**src/rtl/ins_reg_pkg.sv**
```systemverilog
// Shared field widths and opcode encoding for the 8-bit RISC CPU.
// Imported by the instruction register, controller and ALU.
package ins_reg_pkg;

    localparam int DATA_W   = 8;
    localparam int OPCODE_W = 3;
    localparam int ADDR_W   = DATA_W - OPCODE_W;
    localparam int NUM_OPS  = 2 ** OPCODE_W;

    typedef enum logic [OPCODE_W-1:0] {
        OP_HLT = 3'b000,
        OP_SKZ = 3'b001,
        OP_ADD = 3'b010,
        OP_AND = 3'b011,
        OP_XOR = 3'b100,
        OP_LDA = 3'b101,
        OP_STO = 3'b110,
        OP_JMP = 3'b111
    } opcode_e;

    // Decode seen while ir is cleared: reset opcode is HLT.
    localparam logic [NUM_OPS-1:0] HLT_ONEHOT = NUM_OPS'(1);

endpackage

```
**src/rtl/ins_reg_decode.sv**
```systemverilog
// Combinational opcode decode for the instruction register.
// Only built when INS_REG_DECODE_EN is defined.
`ifdef INS_REG_DECODE_EN
module ins_reg_decode
    import ins_reg_pkg::*;
(
    input  logic [OPCODE_W-1:0] opcode,
    output logic [NUM_OPS-1:0]  op_onehot,
    output logic                is_halt,
    output logic                is_mem_ref
);

    always_comb begin
        op_onehot         = '0;
        op_onehot[opcode] = 1'b1;
        is_halt           = 1'b0;
        is_mem_ref        = 1'b0;
        unique case (opcode_e'(opcode))
            OP_HLT:                 is_halt    = 1'b1;
            OP_LDA, OP_STO, OP_JMP: is_mem_ref = 1'b1;
            default: ;
        endcase
    end

endmodule
`endif

```
**src/rtl/ins_reg.sv**
```systemverilog
// Instruction register: holds one word, splits it into opcode/address.
// Optional decode outputs are enabled by INS_REG_DECODE_EN.
module ins_reg
    import ins_reg_pkg::*;
(
    input  logic                clk,
    input  logic                rst,
    input  logic                ld_ir,
    input  logic [DATA_W-1:0]   data_in,
`ifdef INS_REG_DECODE_EN
    output logic [NUM_OPS-1:0]  op_onehot,
    output logic                is_halt,
    output logic                is_mem_ref,
`endif
    output logic [OPCODE_W-1:0] opcode,
    output logic [ADDR_W-1:0]   ir_addr
);

    logic [DATA_W-1:0] ir_q;
    logic [DATA_W-1:0] ir_d;

    // An unknown strobe falls to the hold branch.
    always_comb begin
        ir_d = ir_q;
        if (ld_ir == 1'b1) begin
            ir_d = data_in;
        end
    end

    always_ff @(posedge clk or posedge rst) begin
        if (rst) begin
            ir_q <= '0;
        end else begin
            ir_q <= ir_d;
        end
    end

    assign opcode  = ir_q[DATA_W-1:ADDR_W];
    assign ir_addr = ir_q[ADDR_W-1:0];

`ifdef INS_REG_DECODE_EN
    ins_reg_decode u_decode (
        .opcode     (opcode),
        .op_onehot  (op_onehot),
        .is_halt    (is_halt),
        .is_mem_ref (is_mem_ref)
    );
`endif

endmodule

```
**config.mk**
```make
export PLATFORM = sky130hd
export DESIGN_NAME = ins_reg
export DESIGN_NICKNAME = d
export VERILOG_FILES = /design/src/rtl/ins_reg_pkg.sv /design/src/rtl/ins_reg_decode.sv /design/src/rtl/ins_reg.sv
export SDC_FILE = /design/constraint.sdc
export NUM_CORES = 1
export LEC_CHECK = 0
export ABC_CLOCK_PERIOD_IN_PS = 840
export BUFFER_PORTS_ARGS = -buffer_cell sky130_fd_sc_hd__buf_4
export CAP_MARGIN = 40
export CORE_AREA = 3 3 40 42
export CTS_CLUSTER_DIAMETER = 150
export DETAILED_ROUTE_END_ITERATION = 7
export DIE_AREA = 0 0 43 45
export PLACE_DENSITY = 0.49
export RECOVER_POWER = 25
export SLEW_MARGIN = 0
export SYNTH_ARGS = -nofsm -noshare
export SYNTH_HDL_FRONTEND = slang
export SYNTH_SLANG_ARGS = --single-unit
```
**constraint.sdc**
```tcl
create_clock -name clk -period 0.84 [get_ports clk]
set_input_delay 0 -clock clk [delete_from_list [all_inputs] [get_ports clk]]
set_output_delay 0 -clock clk [all_outputs]
set_load 0.05 [all_outputs]
```
Word-level counts from Yosys, hierarchy flattened
Cells that the tools add are included.

storage, ports and cells
  register bits after elaboration = 8
  input port bits = 11
  logic and storage cells = 1

Logic depth before layout (Yosys ltp)
Gate-level depths: netlist of the first run.

  word-level depth = 0
  mapped depth = 2

Worst setup path after synthesis of the first run
OpenSTA, ideal clock, no wires.

  path kind = flip-flop to flip-flop
  start point = register, netlist name ir_q[0]
  end point = register ir_q[0]
  library setup time = 0.125 ns
  arrival = 0.869 ns
  data required time = 0.715 ns
  setup slack = -0.154 ns
  stages on the path, launching flop included = 2
  period minus slack after synthesis = 0.994 ns
  path through = dfrtp_1 mux2_4

RTL lines
  what                    line           text
  end signal: assignment  ins_reg.sv:34  ir_q <= ir_d;
  end: declaration        ins_reg.sv:19  logic [DATA_W-1:0] ir_q;

Worst setup path after layout of the first run
  start point = register ir_q[5]
  end point = output port opcode[0]

RTL lines
  what              line           text
  end: declaration  ins_reg.sv:15  output logic [OPCODE_W-1:0] opcode,

No word-level cell between the ends.

==> results of run 1 <==
metal layers:
metal	wire length (um)	part of all wire	vias to the layer above
met5	0	0	-
met4	0	0	0
met3	67	0.090	0
met2	361	0.48	12
met1	320	0.43	127
li1	-	-	120
layout by cell type (no fill, tap or decap):
cell	count
buf_6	8
inv_1	1
dfrtp_2	8
mux2_4	8
clkbuf_4	4
buf_4	9
dlygate4sd3_1	9
final cells by class:
type | instances | area (um^2) | share of cell area
clock buffer | 3 | 22.5 | 0.0357
multi-input combinational | 8 | 120 | 0.190
timing repair buffer | 27 | 255 | 0.405
inverter | 1 | 3.75 | 0.00595
tap | 15 | 18.8 | 0.0298
sequential | 8 | 210 | 0.333
cell families after synthesis:
group	share of synthesized area
buffers and inverters	0.0448
muxes	0.358
DFF	0.597
metrics by stage:
stage               power, W  TNS [ns]
floorplan           0.000679    -0.556
global placement    0.000781         0
detailed placement  0.000786         0
CTS                  0.00112         0
global route         0.00119  -0.00237
finish               0.00112         0
how the worst max path moves through the flow:
stage          startpoint          to  cells past startpoint
2_1_floorplan     ir_q[0]     ir_q[0]                      1
5_1_grt           ir_q[5]   opcode[0]                      1
6_report          ir_q[5]   opcode[0]                      1
4_1_cts           ir_q[2]  ir_addr[2]                      1
3_3_place_gp      ir_q[0]     ir_q[0]                      1
3_5_place_dp      ir_q[2]     ir_q[2]                      1
power by group through the flow:
| stage | Sequential [W] | Combinational (W) | Clock (W) |
|---|---|---|---|
| 2_1_floorplan | 0.000597 | 0.0000817 | 0 |
| 3_3_place_gp | 0.000457 | 0.000324 | 0 |
| 3_5_place_dp | 0.000458 | 0.000327 | 0 |
| 4_1_cts | 0.000456 | 0.000371 | 0.000295 |
| 5_1_grt | 0.000466 | 0.000401 | 0.000321 |
| 6_report | 0.000461 | 0.000382 | 0.000276 |
timing repair:
action | in CTS | in global routing
hold buffers | 9 | 0
endpoints found under the hold margin | 16 | 0
gates resized for setup | 3 | 5
setup endpoints to repair | 3 | 7
==> metrics.yaml, run 1 <==
holdWs_ns: 0.138
status: "finished, final reports clean"
p_sw_w: 0.000338
finalMaxSlewViolations: 0
seq_area_frac_synth: 0.597
final_core_util: 0.491
cp_data_arrival_time_ns: 0.81
synth_top_cell_area_share: 0.597
synthCells: 18
gr-max-usage-layer: "met2"
cts_tree: "built"
grt_pass1_vias: 297
drive_gt1_frac: 0.787
hold-path-cell-count: 2
avgSynthCellArea_um2: 18.6
drtAntennaViolNets: 0
final_nets: 60
fillers: 119
post-route-drc-count: 0
path_clk_slew_ns: 0.05
endpoint_kind: "primary output"
max_cap_violations: 0
final-instance-count-excl-fill: 62
top_regs: "ir_q: 8 flops"
ys_async_sr_fraction: 1.00
hp-start: "ld_ir"
cts_setup_buffers: 0
die_y_um: 45
r2r_slack_ns: 0.05
max_stage_delay_ns: 0.41
grt.overflow.total: 0
numCtsBuffers: 3
hold_viol: 0
setup_viol: 0
worstPathRequired_ns: 0.84
start_kind: "flip-flop"
fin_crit_sh: 0.962
row_count: 13
p_seq_frac: 0.412
rsz0062_at_grt: "yes"
final_cell_area_um2: 631
slew_headroom: 0.789
hp-class: "input pin to flip-flop"
worst_pin_slew_ns: 0.316
cts.sinks: 8
grt_pass1_wl_um: 1330
largest_reg_flops: 8
largest_register: "ir_q"
synth_ff_type: "dfrtp_1"
synth.cells.most_frequent: "8 x dfrtp_1, 8 x mux2_4, 1 x buf_6, 1 x inv_1"
yosys_warnings: 0
leakage_nw: 0.304
num_vias: 259
root_buffer: "clkbuf_4"
post-synth-top-area-cell: "dfrtp_1"
critPathTopFamily: "flip-flops"
htree_num_levels: 1
cp_slowest_cell: "dfrtp_2"
area_growth_pct: 88.1
gp_congestion: 0.655
p_comb_frac: 0.341
synth_fp_nets: 29
setup_ws_ns: 0.0319
wire_per_inst_um: 12.1
netlist_area_um2: 335
coreArea_mm2: 0.00128
r2r-end: "ir_q[7]"
clock_latency_ns: 0.24
ys_ff_latch: 8
crit_chain: "buf_6"
portBuffers: 18
first_iter_violations: 0
ir_drop_v: 0.000923
grt_util_met2: 0.138
dpl-instance-area_um2: 488
grt_use_met1: 0.116
vias_per_cell: 4.18
fin_worst_skew_ns: 0
powerDensity_mw_per_mm2: 1770
sw_frac_of_total: 0.302
synthTopCellsByArea: "dfrtp_1 60%, mux2_4 36%, buf_6 3.4%"
yosys.cell_types.count: 4
fmax_mhz: 1240
hold_end: "ir_q[5]"
clkPwrFrac: 0.247
cts_buffer_depth: 2
internal-power_w: 0.000781
fp.dieArea_mm2: 0.00194
grt_max_degree: 9
use_met3: 0.0478
pre_cts_ws_ns: 0.0636
pin_count: 19
worstRegToRegCells: 1
drtPass1Iterations: 1
dp.cells: 50
path_max_fanout: 2
period_minus_slack_ns: 0.808
synth_edf_count: 0
critPathKind: "flip-flop to primary output"
start_util: 0.261
antenna_cells: 0
antenna_found_initial: 0
path_buf_inv: 1
wirelength_um: 748
die_w_um: 43
r2r_start: "ir_q[7]"
track_usage: 0.0958
Power figures use the tool's default switching activity.
==> run 2, diff against run 1 <==
--- a/config.mk
+++ b/config.mk
@@ -12,6 +12,7 @@
 export CTS_CLUSTER_DIAMETER = 150
 export DETAILED_ROUTE_END_ITERATION = 7
 export DIE_AREA = 0 0 43 45
+export GPL_TIMING_DRIVEN = 0
 export PLACE_DENSITY = 0.49
 export RECOVER_POWER = 25
 export SLEW_MARGIN = 0
==> metrics.yaml, run 2 (synthesis results as in run 1) <==
die_y_um: 45  # unchanged
pre_cts_ws_ns: 0.0666  # +0.00300 ns
drtPass1Iterations: 1  # unchanged
path_max_fanout: 2  # unchanged
cts_setup_buffers: 0  # unchanged
max_cap_violations: 0  # unchanged
cts_tree: "built"
fp.dieArea_mm2: 0.00194  # unchanged
largest_register: "ir_q"
critPathKind: "flip-flop to primary output"
final_cell_mix: "9 x buf_6, 9 x dlygate4sd3_1, 8 x mux2_4, 8 x buf_4, 8 x dfrtp_2"
grt_pass1_wl_um: 1280  # -3.6%
rsz0062_at_grt: "yes"
wirelength_um: 729  # -2.5%
largest_reg_flops: 8  # unchanged
internal-power_w: 0.000783  # +0.25%
track_usage: 0.0973  # +0.00152
antenna_cells: 0  # unchanged
r2r_start: "ir_q[7]"
drtAntennaViolNets: 0  # unchanged
status: "finished, final reports clean"
fmax_mhz: 1230  # -0.23%
p_seq_frac: 0.406  # -0.006
holdWs_ns: 0.0794  # -0.0591 ns
root_buffer: "clkbuf_4"
setup_ws_ns: 0.0300  # -0.00187 ns
htree_num_levels: 1  # unchanged
antenna_found_initial: 0  # unchanged
r2r_slack_ns: 0.04  # about the same
r2r-end: "ir_q[7]"
period_minus_slack_ns: 0.810  # +0.00187 ns
vias_per_cell: 4.11  # -1.5%
numCtsBuffers: 3  # unchanged
max_stage_delay_ns: 0.41  # about the same
final_cell_area_um2: 634  # +0.60%
hold-path-cell-count: 2  # unchanged
hold_viol: 0  # unchanged
finalMaxSlewViolations: 0  # unchanged
die_w_um: 43  # unchanged
dpl-instance-area_um2: 492  # +0.77%
critPathTopFamily: "flip-flops"
p_sw_w: 0.000349  # +3.3%
power_w: 0.00113  # +1.2%
area_growth_pct: 89.2
post-route-drc-count: 0  # unchanged
wire_per_inst_um: 11.8  # -2.5%
worst_pin_slew_ns: 0.314  # -0.00110 ns
cp_data_arrival_time_ns: 0.81  # about the same
grt_pass1_vias: 308  # +3.7%
clkPwrFrac: 0.255  # +0.008
cp_slowest_cell: "dfrtp_2"
fin_worst_skew_ns: 0  # unchanged
pin_count: 19  # unchanged
hp-start: "ld_ir"
endpoint_kind: "primary output"
fin_crit_sh: 0.964  # +0.00222
setup_viol: 0  # unchanged
worstRegToRegCells: 1  # unchanged
fillers: 114  # -4.2%
worstPathRequired_ns: 0.84  # about the same
drive_gt1_frac: 0.787  # unchanged
slew_headroom: 0.790  # about the same
grt.overflow.total: 0  # unchanged
row_count: 13  # unchanged
hold_end: "ir_q[5]"
clock_latency_ns: 0.24  # about the same
crit_chain: "buf_6"
dp_hpwl_um: 518
num_vias: 255  # -1.5%
sw_frac_of_total: 0.308  # +0.00633
portBuffers: 17  # -1
p_comb_frac: 0.339  # -0.002
final_nets: 60  # unchanged
start_util: 0.261  # unchanged
cts_buffer_depth: 2  # unchanged
coreArea_mm2: 0.00128  # unchanged
grt_max_degree: 9  # unchanged
ir_drop_v: 0.000845  # -8.4%
hp-class: "input pin to flip-flop"
path_buf_inv: 1  # unchanged
powerDensity_mw_per_mm2: 1780  # +0.57%
path_clk_slew_ns: 0.06  # about the same
cts.sinks: 8  # unchanged
first_iter_violations: 0  # unchanged
top_regs: "ir_q: 8 flops"
start_kind: "flip-flop"
leakage_nw: 0.305  # +0.41%
fin_tns_setup_ns: 0  # unchanged
gp_congestion: 0.653  # -0.34%
run 2: timing repair:
item | CTS | global route
gates resized for setup | 8 | 0
endpoints found under the setup margin | 8 | 5
cloned | 0 | 0
endpoints found under the hold margin | 16 | 0
hold buffers | 9 | 0
pin swaps | 0 | 0
run 2: worst max path at each step:
stage                 start         to  slack (ns)  cells after the start
floorplan           ir_q[0]    ir_q[0]       -0.07                      1
global placement    ir_q[0]    ir_q[0]        0.07                      1
detailed placement  ir_q[1]    ir_q[1]        0.07                      1
CTS                 ir_q[7]  opcode[2]        0.01                      1
global route        ir_q[5]  opcode[0]      -0.008                      1
finish              ir_q[7]  opcode[2]        0.03                      1
run 2: through the flow:
stage | std cells | util
3_3_place_gp | 50 | 0.383
3_5_place_dp | 50 | 0.383
5_1_grt | 62 | 0.494
4_1_cts | 62 | 0.494
6_report | 62 | 0.494
2_1_floorplan | 18 | -
run 2: per-layer routing:
metal,track usage,vias to the layer above,part of all wire
li1,-,119,-
met1,0.108,124,0.40
met2,0.150,12,0.50
met3,0.0398,0,0.095
met4,0.0723,0,0
met5,0,-,0
run 2: cell type report:
| type | count | area, um^2 | area share |
|---|---|---|---|
| buffer | 1 | 11.3 | 0.0178 |
| clock buffer | 3 | 22.5 | 0.0355 |
| inverter | 1 | 3.75 | 0.00592 |
| multi-input combinational | 8 | 120 | 0.189 |
| sequential | 8 | 210 | 0.331 |
| tap | 15 | 18.8 | 0.0296 |
| timing repair buffer | 26 | 248 | 0.391 |
run 2: power by group through the flow:
stage	combinational (W)	sequential [W]	clock [W]
floorplan	0.0000817	0.000597	0
global placement	0.000326	0.000457	0
detailed placement	0.000328	0.000458	0
CTS	0.000387	0.000461	0.000309
global route	0.000401	0.000468	0.000330
finish	0.000384	0.000460	0.000289
==> run 3, diff against run 2 <==
--- a/config.mk
+++ b/config.mk
@@ -5,6 +5,7 @@
 export SDC_FILE = /design/constraint.sdc
 export NUM_CORES = 1
 export LEC_CHECK = 0
+export ABC_AREA = 1
 export ABC_CLOCK_PERIOD_IN_PS = 840
 export BUFFER_PORTS_ARGS = -buffer_cell sky130_fd_sc_hd__buf_4
 export CAP_MARGIN = 40
@@ -13,7 +14,7 @@
 export DETAILED_ROUTE_END_ITERATION = 7
 export DIE_AREA = 0 0 43 45
 export GPL_TIMING_DRIVEN = 0
-export PLACE_DENSITY = 0.49
+export PLACE_DENSITY = 0.47
 export RECOVER_POWER = 25
 export SLEW_MARGIN = 0
 export SYNTH_ARGS = -nofsm -noshare
==> metrics.yaml, run 3 <==
status: "finished, final reports clean"
cts_setup_buffers: 0  # unchanged
synth_edf_count: 0  # unchanged
endpoint_kind: "primary output"
yosys_warnings: 0  # unchanged
fmax_mhz: 1240  # +0.55%
ys_ff_latch: 8  # unchanged
r2r-end: "ir_q[2]"
max_stage_delay_ns: 0.37  # -0.04 ns
ff_latch_area_um2: 200  # -4.8%
avgSynthCellArea_um2: 8.83  # -53%
drtAntennaViolNets: 0  # unchanged
synth_top_cell_area_share: 0.648  # +0.0508
path_buf_inv: 1  # unchanged
fillers: 129  # +13%
period_minus_slack_ns: 0.806  # -0.00443 ns
r2r_start: "ir_q[2]"
grt_max_degree: 10  # +1
grt_pass1_wl_um: 1200  # -6.5%
internal-power_w: 0.000722  # -7.8%
powerDensity_mw_per_mm2: 1740  # -2.5%
antenna_cells: 0  # unchanged
hp-class: "input pin to asynchronous set/reset pin"
netlist_area_um2: 309  # -7.8%
rsz0062_at_grt: "no"
synthTopCellsByArea: "dfrtp_1 65%, nand2_1 29%, buf_6 3.6%"
worst_pin_slew_ns: 0.323  # +0.00884 ns
fin_worst_skew_ns: 0  # unchanged
ys_async_sr_fraction: 1.00  # unchanged
start_util: 0.241  # -0.0204
cp-endpoint: "ir_addr[3]"
worstPathRequired_ns: 0.84  # about the same
drive_gt1_frac: 0.338  # -0.449
first_iter_violations: 5  # +5
multi_input_area_um2: 90.1  # -25%
die_y_um: 45  # unchanged
power_w: 0.00105  # -7.2%
hold_viol: 0  # unchanged
numCtsBuffers: 3  # unchanged
final_cell_mix: "24 x nand2_1, 10 x dlygate4sd3_1, 9 x buf_4"
max_cap_violations: 0  # unchanged
drtPass1Iterations: 3  # +2
sw_frac_of_total: 0.313  # +0.00482
synth_fp_nets: 46  # +59%
area_growth_pct: 95.5
crit_chain: "buf_4"
finalMaxSlewViolations: 0  # unchanged
p_seq_frac: 0.422  # +0.016
post-synth-top-area-cell: "dfrtp_1"
cp_num_cells: 1  # unchanged
num_vias: 315  # +24%
path_max_fanout: 2  # unchanged
cts_buffer_depth: 2  # unchanged
cp_data_arrival_time_ns: 0.81  # about the same
die_w_um: 43  # unchanged
crit_start: "ir_q[3]"
portBuffers: 17  # unchanged
p_sw_w: 0.000329  # -5.7%
fin_crit_sh: 0.959  # -0.00527
vias_per_cell: 3.94  # -4.3%
largest_reg_flops: 8  # unchanged
htree_num_levels: 1  # unchanged
post-route-drc-count: 0  # unchanged
grt.overflow.total: 0  # unchanged
yosys.cell_types.count: 5  # +1
track_usage: 0.0866  # -0.0108
ir_drop_v: 0.000973  # +15%
wire_per_inst_um: 9.38  # -20%
critPathKind: "flip-flop to primary output"
cp_slowest_cell: "dfrtp_1"
pin_count: 19  # unchanged
fp.dieArea_mm2: 0.00194  # unchanged
setup_viol: 0  # unchanged
critPathTopFamily: "flip-flops"
start_kind: "flip-flop"
p_comb_frac: 0.308  # -0.031
final_nets: 78  # +30%
path_clk_slew_ns: 0.05  # about the same
worstRegToRegCells: 2  # +1
coreArea_mm2: 0.00128  # unchanged
synth_ff_type: "dfrtp_1"
leakage_nw: 0.329  # +7.6%
slew_headroom: 0.784  # -0.00590
root_buffer: "clkbuf_4"
top_regs: "ir_q: 8 flops"
synth.cells.most_frequent: "24 x nand2_1, 8 x dfrtp_1, 1 x buf_6, 1 x inv_1, 1 x inv_2"
gp_congestion: 0.610  # -6.6%
r2r_slack_ns: 0.23  # +0.19 ns
clkPwrFrac: 0.270  # +0.015
seq_area_frac_synth: 0.648  # +0.0508
clock_latency_ns: 0.24  # about the same
antenna_found_initial: 0  # unchanged
cts.sinks: 8  # unchanged
fin_tns_setup_ns: 0  # unchanged
row_count: 13  # unchanged
post-synth-top-count-cell: "nand2_1"
layout_commonest_cell: "nand2_1"
synthCells: 35  # +17
wirelength_um: 750  # +2.9%
cts_tree: "built"
grt_pass1_vias: 313  # +1.6%
largest_register: "ir_q"
-- run 3: cell families after synthesis --
logic type    after synthesis  synth area share
buf+inv                     3            0.0607
simple gates               24             0.292
flops                       8             0.648
-- run 3: worst min path at each step --
stage / endpoint / slack [ns]
floorplan: ir_q[0] / -0.18
global placement: ir_q[0] / -0.03
detailed placement: ir_q[0] / -0.02
CTS: ir_q[5] / 0.27
global route: ir_q[5] / 0.32
finish: ir_q[5] / 0.28
-- run 3: metal layers --
layer	up-vias	wire, um	track usage
li1	165	-	-
met1	136	302	0.0941
met2	12	379	0.141
met3	2	59	0.0239
met4	0	8	0.0723
met5	-	0	0
-- run 3: tightest hold or removal path, cell delays in order --
cell and delay (ns):
dlygate4sd3_1 0.54, clkbuf_4 0.13, inv_1 0.25
-- run 3: power by group through the flow --
| stage | combinational, W | sequential (W) | clock, W |
|---|---|---|---|
| after global routing | 0.000346 | 0.000449 | 0.000319 |
| after CTS | 0.000308 | 0.000439 | 0.000299 |
| final | 0.000324 | 0.000444 | 0.000283 |
| after floorplan | 0.0000488 | 0.000566 | 0 |
| after global placement | 0.000272 | 0.000444 | 0 |
| after detailed placement | 0.000271 | 0.000445 | 0 |
-- run 3: timing repair --
action	4_1_cts	5_1_grt
gates resized for setup	0	7
endpoints found under the setup margin	0	7
hold buffers	10	0
endpoints found under the hold margin	16	0
-- run 3: through the flow --
stage	setup slack (ns)	instances	util	hold slack [ns]	cell area [um^2]
floorplan	0.00754	35	-	-0.184	309
global placement	0.255	67	0.354	-0.0261	455
detailed placement	0.252	67	0.354	-0.0211	455
CTS	0.00799	80	0.450	0.266	578
global route	0.00277	80	0.470	0.316	604
finish	0.0344	80	0.470	0.279	604
-- run 3: area by class of cell --
class	count	share of cell area
sequential	8	0.331
multi-input combinational	24	0.149
clock buffer	3	0.0373
inverter	2	0.0124
timing repair buffer	27	0.420
tap	15	0.0311
buffer	1	0.0186
